File: src/rtl/fw_source_tracker.sv
// fw_source_tracker
// Tracks destination registers of the instructions in EX, MEM and WB so the
// datapath can forward results, and detects load-use hazards against the
// instruction sitting in ID. A count of load-use stall cycles is kept.
module fw_source_tracker (
   input  logic        clk,
   input  logic        reset_n,
   input  logic        id_valid,
   input  logic [4:0]  id_rs,
   input  logic [4:0]  id_rt,
   input  logic        id_uses_rt,
   input  logic [4:0]  id_dest,
   input  logic        id_regwrite,
   input  logic        id_is_load,
   input  logic        ex_flush,
   input  logic        mem_ready,
   output logic [4:0]  MEM_RD,
   output logic        MEM_FW,
   output logic [4:0]  WB_RD,
   output logic        WB_FW,
   output logic        stall_id,
   output logic [15:0] stall_cnt
);

   typedef struct packed {
      logic       valid;
      logic [4:0] dest;
      logic       regwrite;
      logic       is_load;
   } slot_t;

   localparam int unsigned SLOT_EX   = 0;
   localparam int unsigned SLOT_MEM  = 1;
   localparam int unsigned SLOT_WB   = 2;
   localparam int unsigned NUM_SLOTS = 3;

   slot_t       slot_q [NUM_SLOTS];
   slot_t       slot_d [NUM_SLOTS];
   logic [15:0] stall_cnt_q;
   logic [15:0] stall_cnt_d;
   logic        hazard;
   slot_t       id_slot;

   // Load-use hazard: a load in EX writes a nonzero register that ID reads.
   always_comb begin
      hazard = slot_q[SLOT_EX].valid && slot_q[SLOT_EX].is_load &&
               slot_q[SLOT_EX].regwrite && (slot_q[SLOT_EX].dest != 5'd0) &&
               id_valid &&
               ((slot_q[SLOT_EX].dest == id_rs) ||
                (id_uses_rt && (slot_q[SLOT_EX].dest == id_rt)));
   end

   // Next-state for the slot pipeline and the saturating stall counter.
   always_comb begin
      slot_d      = slot_q;
      stall_cnt_d = stall_cnt_q;
      id_slot     = '{valid: id_valid, dest: id_dest,
                      regwrite: id_regwrite, is_load: id_is_load};
      if (mem_ready) begin
         slot_d[SLOT_WB]  = slot_q[SLOT_MEM];
         slot_d[SLOT_MEM] = slot_q[SLOT_EX];
         // Flush and load-use both squash the ID instruction into a bubble.
         slot_d[SLOT_EX]  = (ex_flush || hazard) ? '0 : id_slot;
         if (hazard && (stall_cnt_q != '1)) begin
            stall_cnt_d = stall_cnt_q + 16'd1;
         end
      end
   end

   // Slot and counter registers, cleared asynchronously.
   always_ff @(posedge clk or negedge reset_n) begin
      if (!reset_n) begin
         for (int unsigned i = 0; i < NUM_SLOTS; i++) begin
            slot_q[i] <= '0;
         end
         stall_cnt_q <= '0;
      end else begin
         slot_q      <= slot_d;
         stall_cnt_q <= stall_cnt_d;
      end
   end

   // Forwarding outputs come straight from the slot registers; a load in MEM
   // has no data yet, so only WB forwards load results.
   always_comb begin
      MEM_RD    = slot_q[SLOT_MEM].dest;
      MEM_FW    = slot_q[SLOT_MEM].valid && slot_q[SLOT_MEM].regwrite &&
                  !slot_q[SLOT_MEM].is_load && (slot_q[SLOT_MEM].dest != 5'd0);
      WB_RD     = slot_q[SLOT_WB].dest;
      WB_FW     = slot_q[SLOT_WB].valid && slot_q[SLOT_WB].regwrite &&
                  (slot_q[SLOT_WB].dest != 5'd0);
      // Gated by reset so a low mem_ready cannot raise stall_id in reset.
      stall_id  = reset_n && (hazard || !mem_ready);
      stall_cnt = stall_cnt_q;
   end

endmodule

File: config.mk
export PLATFORM = sky130hd
export DESIGN_NAME = fw_source_tracker
export DESIGN_NICKNAME = d
export VERILOG_FILES = /design/src/rtl/fw_source_tracker.sv
export SDC_FILE = /design/constraint.sdc
export NUM_CORES = 1
export LEC_CHECK = 0
export BUFFER_PORTS_ARGS = -buffer_cell sky130_fd_sc_hd__buf_2
export CAP_MARGIN = 20
export CORE_ASPECT_RATIO = 1.75
export CORE_MARGIN = 4
export CORE_UTILIZATION = 40
export CTS_BUF_LIST = sky130_fd_sc_hd__clkbuf_16
export DETAILED_ROUTE_END_ITERATION = 10
export HOLD_SLACK_MARGIN = 0.1
export SYNTH_ARGS = -nofsm -noshare
export SYNTH_HDL_FRONTEND = slang
export SYNTH_SLANG_ARGS = --single-unit
File: constraint.sdc
create_clock -name clk -period 4 [get_ports clk]
set_clock_uncertainty 0.2 [all_clocks]
set_input_delay 1 -clock clk [delete_from_list [all_inputs] [get_ports clk]]
set_output_delay 1 -clock clk [all_outputs]
set_load 0.01 [all_outputs]
==> impl_results.md, run 1 <==
- Status: complete, no violations
- Cells after Synth: 168
- Max-cap violations: 0
- Vias per cell: 5.36
- Critical Path Max Stage Delay: 0.28 ns
- Period utilization: 0.814
- Delay-heaviest family, CP: compound AO/OA/AOI/OAI gates
- Row count: 33
- Post-synthesis cell type count: 39
- Sw Ratio: 0.211
- Layout fillers: 458
- CTS tree: done
- Ys Warns: 0
- Syn_nets: 192
- CP Launch Type: input pin
- Clk pwr share: 0.474
- Avg Inst Size Synth: 11.8 um^2
- Multiplexer share of the synthesized area: 0.0930
- Met2 wire len: 2.37 mm
- Post_cts resized: 0
- Register Area: 976 um^2
- Critical-path cell list: buf_2, and4_1, o21a_2, nand2_1, a21boi_0, buf_2
- Core Box Area: 4750 um^2
- Top cells by area, synth: dfrtp_1 49%, xnor2_1 9.7%, mux2_2 8.5%, buf_4 3.8%, a31o_2 3.5%
- Via Count: 1430
- Post-CTS Hold Fix Bufs: 0
- Yosys top cell by area: dfrtp_1
- Worst setup EP type: output port
- Pwr/cell area: 438 nW/um^2
- Crit path to: stall_id
- RSZ-0062 raised after global routing: false
- CTS root buffer: clkbuf_16
- Simple-Gate Fraction of Synth Area: 0.171
- Levels on crit path: 6
- Flop2flop setup slack: 1.86 ns
- Mapped Area: 1980 um^2
- Compound-Gate Fraction of Synth Area: 0.0791
- CP dominant cell by count: buf_2
- DRT Pass-1 Iters: 4
- Number of synthesized flops with an enable pin: 0
- Post-synth top area share: 0.493
- Main combinational cell family by area after synthesis: simple AND/OR/NAND/NOR gates
- Diode count: 0
- Worst-Margin Slew: 0.526 ns
- Wire length on met1: 1.68 mm
- Final nets: 238
- Static Leak: 1.17 nW
- CP Launch Point: id_valid
- Initial drt markers: 28
- CTS sink count: 39
- CP required: 2.80 ns
- Max Fclk: 307 MHz
- Global-route wire length before repair: 7.15 mm
- Number of setup buffers added after CTS: 0
- Adder-Cell Fraction of Synth Area: 0.00633
- Vias in the first global route: 1436
- Combinational share of power: 0.105
- Synthesized flop and latch total: 39
- Relative slew slack: 0.649
- Main synth FF type: dfrtp_1
- Routability Congestion: 0.777
- Register area share after synthesis: 0.493
- Crit path buf inv count: 2
- Post-route total power: 1.06 mW
- CP max FO: 8
- Tot GR Track Use: 0.153
- Crit path DAT: 2.06 ns
- DRT Wirelength: 4.31 mm
- Max clock buf depth: 2
- Syn-to-layout area delta: 22.0%
- Fraction of layout cells with a size suffix above 1: 0.433
- Met3 wire length: 227 um
- DRC violation count after routing: 0
- DIE HEIGHT: 101 um
- Port Buffers: 51
- Slowest CP cell: and4_1
- Final ANT Viol Nets: 0
- Worst R2R End: stall_cnt[1]
- Worst-Skew Late Latency: 0.28 ns
- Die W: 61.2 um
- Async SR Flop Fraction: 1.00
- Synth Area in XOR/XNOR: 0.106
- Reg2reg start: slot_q[18]
- Sequential share of power: 0.420
- Commonest cells post-synth: 39 x dfrtp_1, 22 x xnor2_1, 15 x mux2_2
- Reg2Reg Depth: 6
- Multi-input logic area: 902 um^2
- CTS buffer count: 5
- Grt ovf: 0
- Fin. Hold Viols: 0
- Highest routed layer: met4
- Setup-failing EPs final: 0
- Antenna violations before repair: 0
- Clk slew on worst S/H paths: 0.06 ns
- Maximum VDD drop: 0.415 mV
- Most frequent cell after synthesis: dfrtp_1
- H-tree Lvls: 2
- Total Die Area: 6180 um^2
- Hold Crit Class: reg -> reg
- P_sw: 0.222 mW
- Largest net degree at the start of global routing: 40
- Crit path kind: in -> out
- Pins over their slew limit: 0
- WL/cell: 16.1 um
- Int Power: 0.834 mW
- Setup tns final: 0 ns
- Hpwl dp: 3.17 mm
- Initial cell density of the core: 0.417
- Final Critical Period: 3.26 ns
- Num ports: 52
[how the worst min path moves through the flow]
stage,from,to,cells after the start
floorplan,slot_q[1],slot_q[1],1
global placement,stall_cnt[14],stall_cnt[14],1
detailed placement,stall_cnt[14],stall_cnt[14],1
CTS,stall_cnt[14],stall_cnt[14],1
global route,stall_cnt[14],stall_cnt[14],1
finish,stall_cnt[14],stall_cnt[14],1
[sequential cells by signal, summed over array words and instances, names as in the netlist]
signal and count:
slot_q 13, WB_RD 5, stall_cnt 16, MEM_RD 5
[power by group through the flow]
stage | clock, mW | sequential, mW | combinational [mW]
6_report | 0.501 | 0.444 | 0.111
5_1_grt | 0.535 | 0.448 | 0.125
4_1_cts | 0.517 | 0.445 | 0.114
3_5_place_dp | 0 | 0.451 | 0.113
3_3_place_gp | 0 | 0.451 | 0.112
2_1_floorplan | 0 | 0.443 | 0.0868
[kinds of logic after synthesis]
group,count (synthesis)
simple gates,56
xor+xnor,24
flops,39
mux,16
fa+ha+maj,1
compound gates,16
buf+inv,16
[placed cells by master (no fill, tap or decap), types with 2 or more instances in the layout]
master      n
buf_2      51
dfrtp_1    39
xnor2_1    22
mux2_2     15
nand4_1     9
nor2b_1     8
a31o_2      8
nand2_1     7
nand3_1     7
nor3_1      5
clkbuf_16   5
and3_1      4
and4_1      3
buf_4       3
inv_1       2
nor4_1      2
xor2_1      2
bufinv_16   2
[layer usage]
| layer | vias up | GRT usage |
|---|---|---|
| met2 | 39 | 0.266 |
| met3 | 4 | 0.0359 |
| met4 | 0 | 0.0384 |
| met5 | - | 0 |
| li1 | 688 | - |
| met1 | 699 | 0.183 |
[stage by stage]
step | util | setup WS (ns) | instances | cell area [um^2] | hold WS [ns]
floorplan | - | 0.642 | 168 | 1980 | 0.281
global placement | 0.469 | 0.771 | 259 | 2220 | 0.286
detailed placement | 0.469 | 0.757 | 259 | 2220 | 0.283
CTS | 0.508 | 0.746 | 267 | 2410 | 0.299
global route | 0.508 | 0.626 | 267 | 2410 | 0.322
finish | 0.508 | 0.745 | 267 | 2410 | 0.302
[cell type report]
| type | instances | share of cell area |
|---|---|---|
| Inverter | 1 | 0.00156 |
| Clock buffer | 5 | 0.0518 |
| Clock inverter | 3 | 0.0264 |
| Tap cell | 52 | 0.0270 |
| Timing Repair Buffer | 54 | 0.115 |
| Multi-Input combinational cell | 113 | 0.374 |
| Sequential cell | 39 | 0.404 |
[worst reg2reg max path: stages (launching register included)]
cell and delay, ns:
dfrtp_1 0.49, xnor2_1 0.22, nand3_1 0.12, o22ai_2 0.22, buf_4 0.26, and3_4 0.24, mux2_4 0.29
No activity file was read; power rests on OpenSTA's default activity.
==> run 2, diff against run 1 <==
--- a/config.mk
+++ b/config.mk
@@ -13,6 +13,7 @@
 export CTS_BUF_LIST = sky130_fd_sc_hd__clkbuf_16
 export DETAILED_ROUTE_END_ITERATION = 10
 export HOLD_SLACK_MARGIN = 0.1
+export PLACE_DENSITY = 0.66
 export SYNTH_ARGS = -nofsm -noshare
 export SYNTH_HDL_FRONTEND = slang
 export SYNTH_SLANG_ARGS = --single-unit
==> constraint.sdc (replaced) <==
create_clock -name clk -period 2.76 [get_ports clk]
set_clock_uncertainty 0.2 [all_clocks]
set_input_delay 0.69 -clock clk [delete_from_list [all_inputs] [get_ports clk]]
set_output_delay 0.69 -clock clk [all_outputs]
set_load 0.01 [all_outputs]
==> impl_results.md, run 2 (synthesis results as in run 1) <==
- Maximum VDD drop: 0.536 mV
- Commonest non-fill, non-tap cell in the layout: buf_2
- Static Leak: 1.17 nW
- Crit path kind: reg -> out
- Hold Crit Class: in -> async
- Grt ovf: 0
- Via Count: 1462
- Worst-Skew Late Latency: 0.28 ns
- Dpl cells: 262
- Max reg flops: 16
- Port Buffers: 51
- Global-route wire length before repair: 7.16 mm
- Clk slew on worst S/H paths: 0.06 ns
- Hpwl dp: 3.13 mm
- Core Box Area: 4750 um^2
- CTS root buffer: clkbuf_16
- RSZ-0062 raised after global routing: false
- Final nets: 241
- Commonest non-fill, non-tap cells in the layout: 51 x buf_2, 37 x dfrtp_1, 22 x xnor2_1
- H-tree Lvls: 2
- Crit path DAT: 1.80 ns
- Period utilization: 0.976
- DRT Pass-1 Iters: 4
- Initial cell density of the core: 0.417
- CTS sink count: 39
- Total Die Area: 6180 um^2
- Post-CTS Hold Fix Bufs: 0
- DIE HEIGHT: 101 um
- CP max FO: 5
- DRT Wirelength: 4.28 mm
- Max-cap violations: 0
- CP Launch Type: flip-flop
- Diode count: 0
- Post-route total power: 1.54 mW
- Final Critical Period: 2.69 ns
- Tot GR Track Use: 0.154
- Pwr/cell area: 632 nW/um^2
- Fin. Hold Viols: 0
- Antenna violations before repair: 0
- Die W: 61.2 um
- Pins over their slew limit: 0
- Max Fclk: 371 MHz
- Final std cells w/o fill: 270
- Num ports: 52
- Setup tns final: 0 ns
- Worst R2R End: slot_q[19]
- Row count: 33
- Vias per cell: 5.41
- Worst-Margin Slew: 0.494 ns
- Worst setup EP type: output port
- Flop2flop setup slack: 0.63 ns
- Setup-failing EPs final: 0
- Routability Congestion: 0.741
- DRC violation count after routing: 0
- WL/cell: 15.8 um
- Relative slew slack: 0.668
- Reg2Reg Depth: 5
- Layout fillers: 429
- Vias in the first global route: 1527
- CTS tree: done
- Initial drt markers: 75
- Final ANT Viol Nets: 0
- CP required: 1.87 ns
- Reg2reg start: slot_q[19]
- Status: complete, no violations
- Max clock buf depth: 2
- Fraction of layout cells with a size suffix above 1: 0.454
- Largest net degree at the start of global routing: 40
- CTS buffer count: 5
- Syn-to-layout area delta: 23.5%
-- run 2: final cells by class --
cell class / instances / area [um^2] / area share
Timing Repair Buffer: 57 / 300 / 0.123
Clock inverter: 3 / 67.6 / 0.0277
Inverter: 1 / 3.75 / 0.00154
Tap cell: 52 / 65.1 / 0.0266
Multi-Input combinational cell: 113 / 902 / 0.369
Sequential cell: 39 / 978 / 0.401
Clock buffer: 5 / 125 / 0.0512
-- run 2: what timing repair did --
item	4_1_cts	5_1_grt
setup endpoints to repair	0	1
endpoints found under the hold margin	0	0
buffers inserted	0	0
gates resized for setup	0	2
-- run 2: through the flow --
| step | setup slack, ns | hold slack [ns] | utilization | cell area (um^2) |
|---|---|---|---|---|
| floorplan | 0.0220 | 0.194 | - | 1980 |
| global placement | 0.183 | 0.299 | 0.473 | 2250 |
| detailed placement | 0.233 | 0.305 | 0.473 | 2250 |
| CTS | 0.0412 | 0.316 | 0.514 | 2440 |
| global route | 0.00956 | 0.328 | 0.514 | 2440 |
| finish | 0.0661 | 0.299 | 0.514 | 2440 |
-- run 2: routing by layer --
layer,GRT usage,share of wire,vias up
li1,-,-,695
met1,0.191,0.40,707
met2,0.244,0.50,48
met3,0.0385,0.064,12
met4,0.0735,0.029,0
met5,0,0,-
-- run 2: critical path, stage by stage (launching register included) --
cell and delay, ns:
dfrtp_2 0.44, or4_4 0.57, o21a_2 0.22, nand2_1 0.06, a21boi_0 0.08, buf_2 0.15
-- run 2: report_power, final --
group / leakage [nW] / switching [mW] / internal, mW
sequential: 0.521 / 0.0320 / 0.609
clock: 0.0900 / 0.220 / 0.517
combinational: 0.563 / 0.0771 / 0.0867
-- run 2: how the worst max path moves through the flow --
stage / from / depth (start not counted) / slack (ns) / to
after detailed placement: id_rs[4] / 7 / 0.23 / stall_id
after global routing: slot_q[19] / 5 / 0.01 / stall_id
after global placement: id_rs[0] / 7 / 0.18 / stall_id
after CTS: slot_q[19] / 5 / 0.04 / stall_id
after floorplan: id_rs[4] / 6 / 0.02 / stall_id
final: slot_q[19] / 5 / 0.07 / stall_id
==> run 3, diff against run 2 <==
--- a/config.mk
+++ b/config.mk
@@ -9,11 +9,11 @@
 export CAP_MARGIN = 20
 export CORE_ASPECT_RATIO = 1.75
 export CORE_MARGIN = 4
-export CORE_UTILIZATION = 40
+export CORE_UTILIZATION = 43
 export CTS_BUF_LIST = sky130_fd_sc_hd__clkbuf_16
 export DETAILED_ROUTE_END_ITERATION = 10
 export HOLD_SLACK_MARGIN = 0.1
-export PLACE_DENSITY = 0.66
+export PLACE_DENSITY = 0.7
 export SYNTH_ARGS = -nofsm -noshare
 export SYNTH_HDL_FRONTEND = slang
 export SYNTH_SLANG_ARGS = --single-unit
==> impl_results.md, run 3 (synthesis results as in run 1) <==
- Port Buffers: 51
- Commonest non-fill, non-tap cells in the layout: 51 x buf_2, 38 x dfrtp_1, 22 x xnor2_1
- CP Launch Point: slot_q[19]
- Worst setup EP type: output port
- Period utilization: 0.980
- Max-cap violations: 0
- Static Leak: 1.16 nW
- Hold Crit Class: reg -> reg
- Flop2flop setup slack: 0.63 ns
- Final std cells w/o fill: 268
- Max reg flops: 16
- Crit path DAT: 1.82 ns
- Row count: 32
- Dpl cells: 260
- CTS root buffer: clkbuf_16
- Post-route total power: 1.45 mW
- CTS tree: done
- Clk slew on worst S/H paths: 0.06 ns
- Routability Congestion: 0.784
- Die W: 59.3 um
- Status: complete, no violations
- Crit path kind: reg -> out
- Setup tns final: 0 ns
- Pwr/cell area: 604 nW/um^2
- CP Launch Type: flip-flop
- CP max FO: 5
- CTS buffer count: 5
- Vias per cell: 5.48
- CP required: 1.87 ns
- Worst-Skew Late Latency: 0.28 ns
- Max Fclk: 370 MHz
- Fraction of layout cells with a size suffix above 1: 0.447
- DRT Pass-1 Iters: 4
- Initial drt markers: 46
- Vias in the first global route: 1513
- Final ANT Viol Nets: 0
- Total Die Area: 5790 um^2
- Largest net degree at the start of global routing: 40
- H-tree Lvls: 2
- Hpwl dp: 3.14 mm
- Core Box Area: 4440 um^2
- Commonest non-fill, non-tap cell in the layout: buf_2
- Relative slew slack: 0.676
- Diode count: 0
- Reg2reg start: slot_q[19]
- Worst-Margin Slew: 0.486 ns
- Crit path to: stall_id
- Initial cell density of the core: 0.445
- Maximum VDD drop: 0.412 mV
- DRC violation count after routing: 0
- DRT Wirelength: 4.31 mm
- Final nets: 240
- Final Critical Period: 2.71 ns
- Pins over their slew limit: 0
- Grt ovf: 0
- Worst R2R End: slot_q[18]
- Setup-failing EPs final: 0
- Reg2Reg Depth: 5
- Number of setup buffers added after CTS: 0
- Global-route wire length before repair: 7.36 mm
- Layout fillers: 413
- Via Count: 1468
- Max clock buf depth: 2
- Hold slack: 0.302 ns
- WL/cell: 16.1 um
- Tot GR Track Use: 0.166
- DIE HEIGHT: 97.7 um
- Fin. Hold Viols: 0
- Antenna violations before repair: 0
- CTS sink count: 39
- Num ports: 52
- Syn-to-layout area delta: 21.8%
- RSZ-0062 raised after global routing: false
[run 3: cell count changes in the layout (fill, tap and decap cells not counted)]
| cell | change |
|---|---|
| bufinv_16 | -1 |
| dfrtp_1 | +1 |
| dfrtp_2 | -1 |
| clkinv_4 | +1 |
| clkinvlp_4 | -1 |
| buf_4 | -1 |
| clkinv_2 | +1 |
[run 3: report_power, final]
group	switching (mW)	internal, mW	total (mW)	leakage (nW)
Combinational	0.0748	0.0853	0.160	0.558
Sequential	0.0349	0.609	0.644	0.522
Clock	0.225	0.426	0.650	0.0838
Total	0.334	1.12	1.45	1.16
[run 3: metal layers]
metal | GRT usage | wire, um | share of wire | vias up
li1 | - | - | - | 692
met1 | 0.203 | 1710 | 0.40 | 727
met2 | 0.270 | 2260 | 0.52 | 41
met3 | 0.0465 | 265 | 0.061 | 8
met4 | 0.0628 | 82 | 0.019 | 0
met5 | 0 | 0 | 0 | -
[run 3: area by class of cell]
class	instances	area (um^2)	share of cell area
flip-flops and latches	39	977	0.406
multi-input cells	113	902	0.375
repair buffers	56	293	0.122
clock buffers	5	125	0.0519
well taps	51	63.8	0.0265
clock inverters	3	43.8	0.0182
inverters	1	3.75	0.00156
[run 3: how the worst min path moves through the flow]
stage / from / slack [ns] / depth (start not counted) / endpoint
after global routing: slot_q[23] / 0.33 / 1 / slot_q[15]
after CTS: stall_cnt[5] / 0.31 / 1 / stall_cnt[5]
final: stall_cnt[14] / 0.30 / 1 / stall_cnt[14]
after detailed placement: stall_cnt[14] / 0.29 / 1 / stall_cnt[14]
after floorplan: reset_n / 0.19 / 0 / MEM_RD[0]
after global placement: stall_cnt[14] / 0.28 / 1 / stall_cnt[14]
[run 3: repair_timing]
action / in CTS / in global routing
setup endpoints to repair: 0 / 1
hold endpoints to repair: 0 / 0
resized for setup: 0 / 1
hold buffers: 0 / 0
[run 3: metrics by stage]
stage          worst slack [ns]   util  cell area [um^2]
6_report                 0.0540  0.542              2410
3_3_place_gp              0.170  0.504              2240
4_1_cts                  0.0496  0.542              2410
2_1_floorplan            0.0220      -              1980
5_1_grt                0.000868  0.542              2410
3_5_place_dp              0.209  0.504              2240
[run 3: worst max-delay path, stage by stage (launching register included)]
cell	delay (ns)
dfrtp_1	0.45
or4_4	0.58
o21a_2	0.22
nand2_1	0.05
a21boi_0	0.08
buf_2	0.15
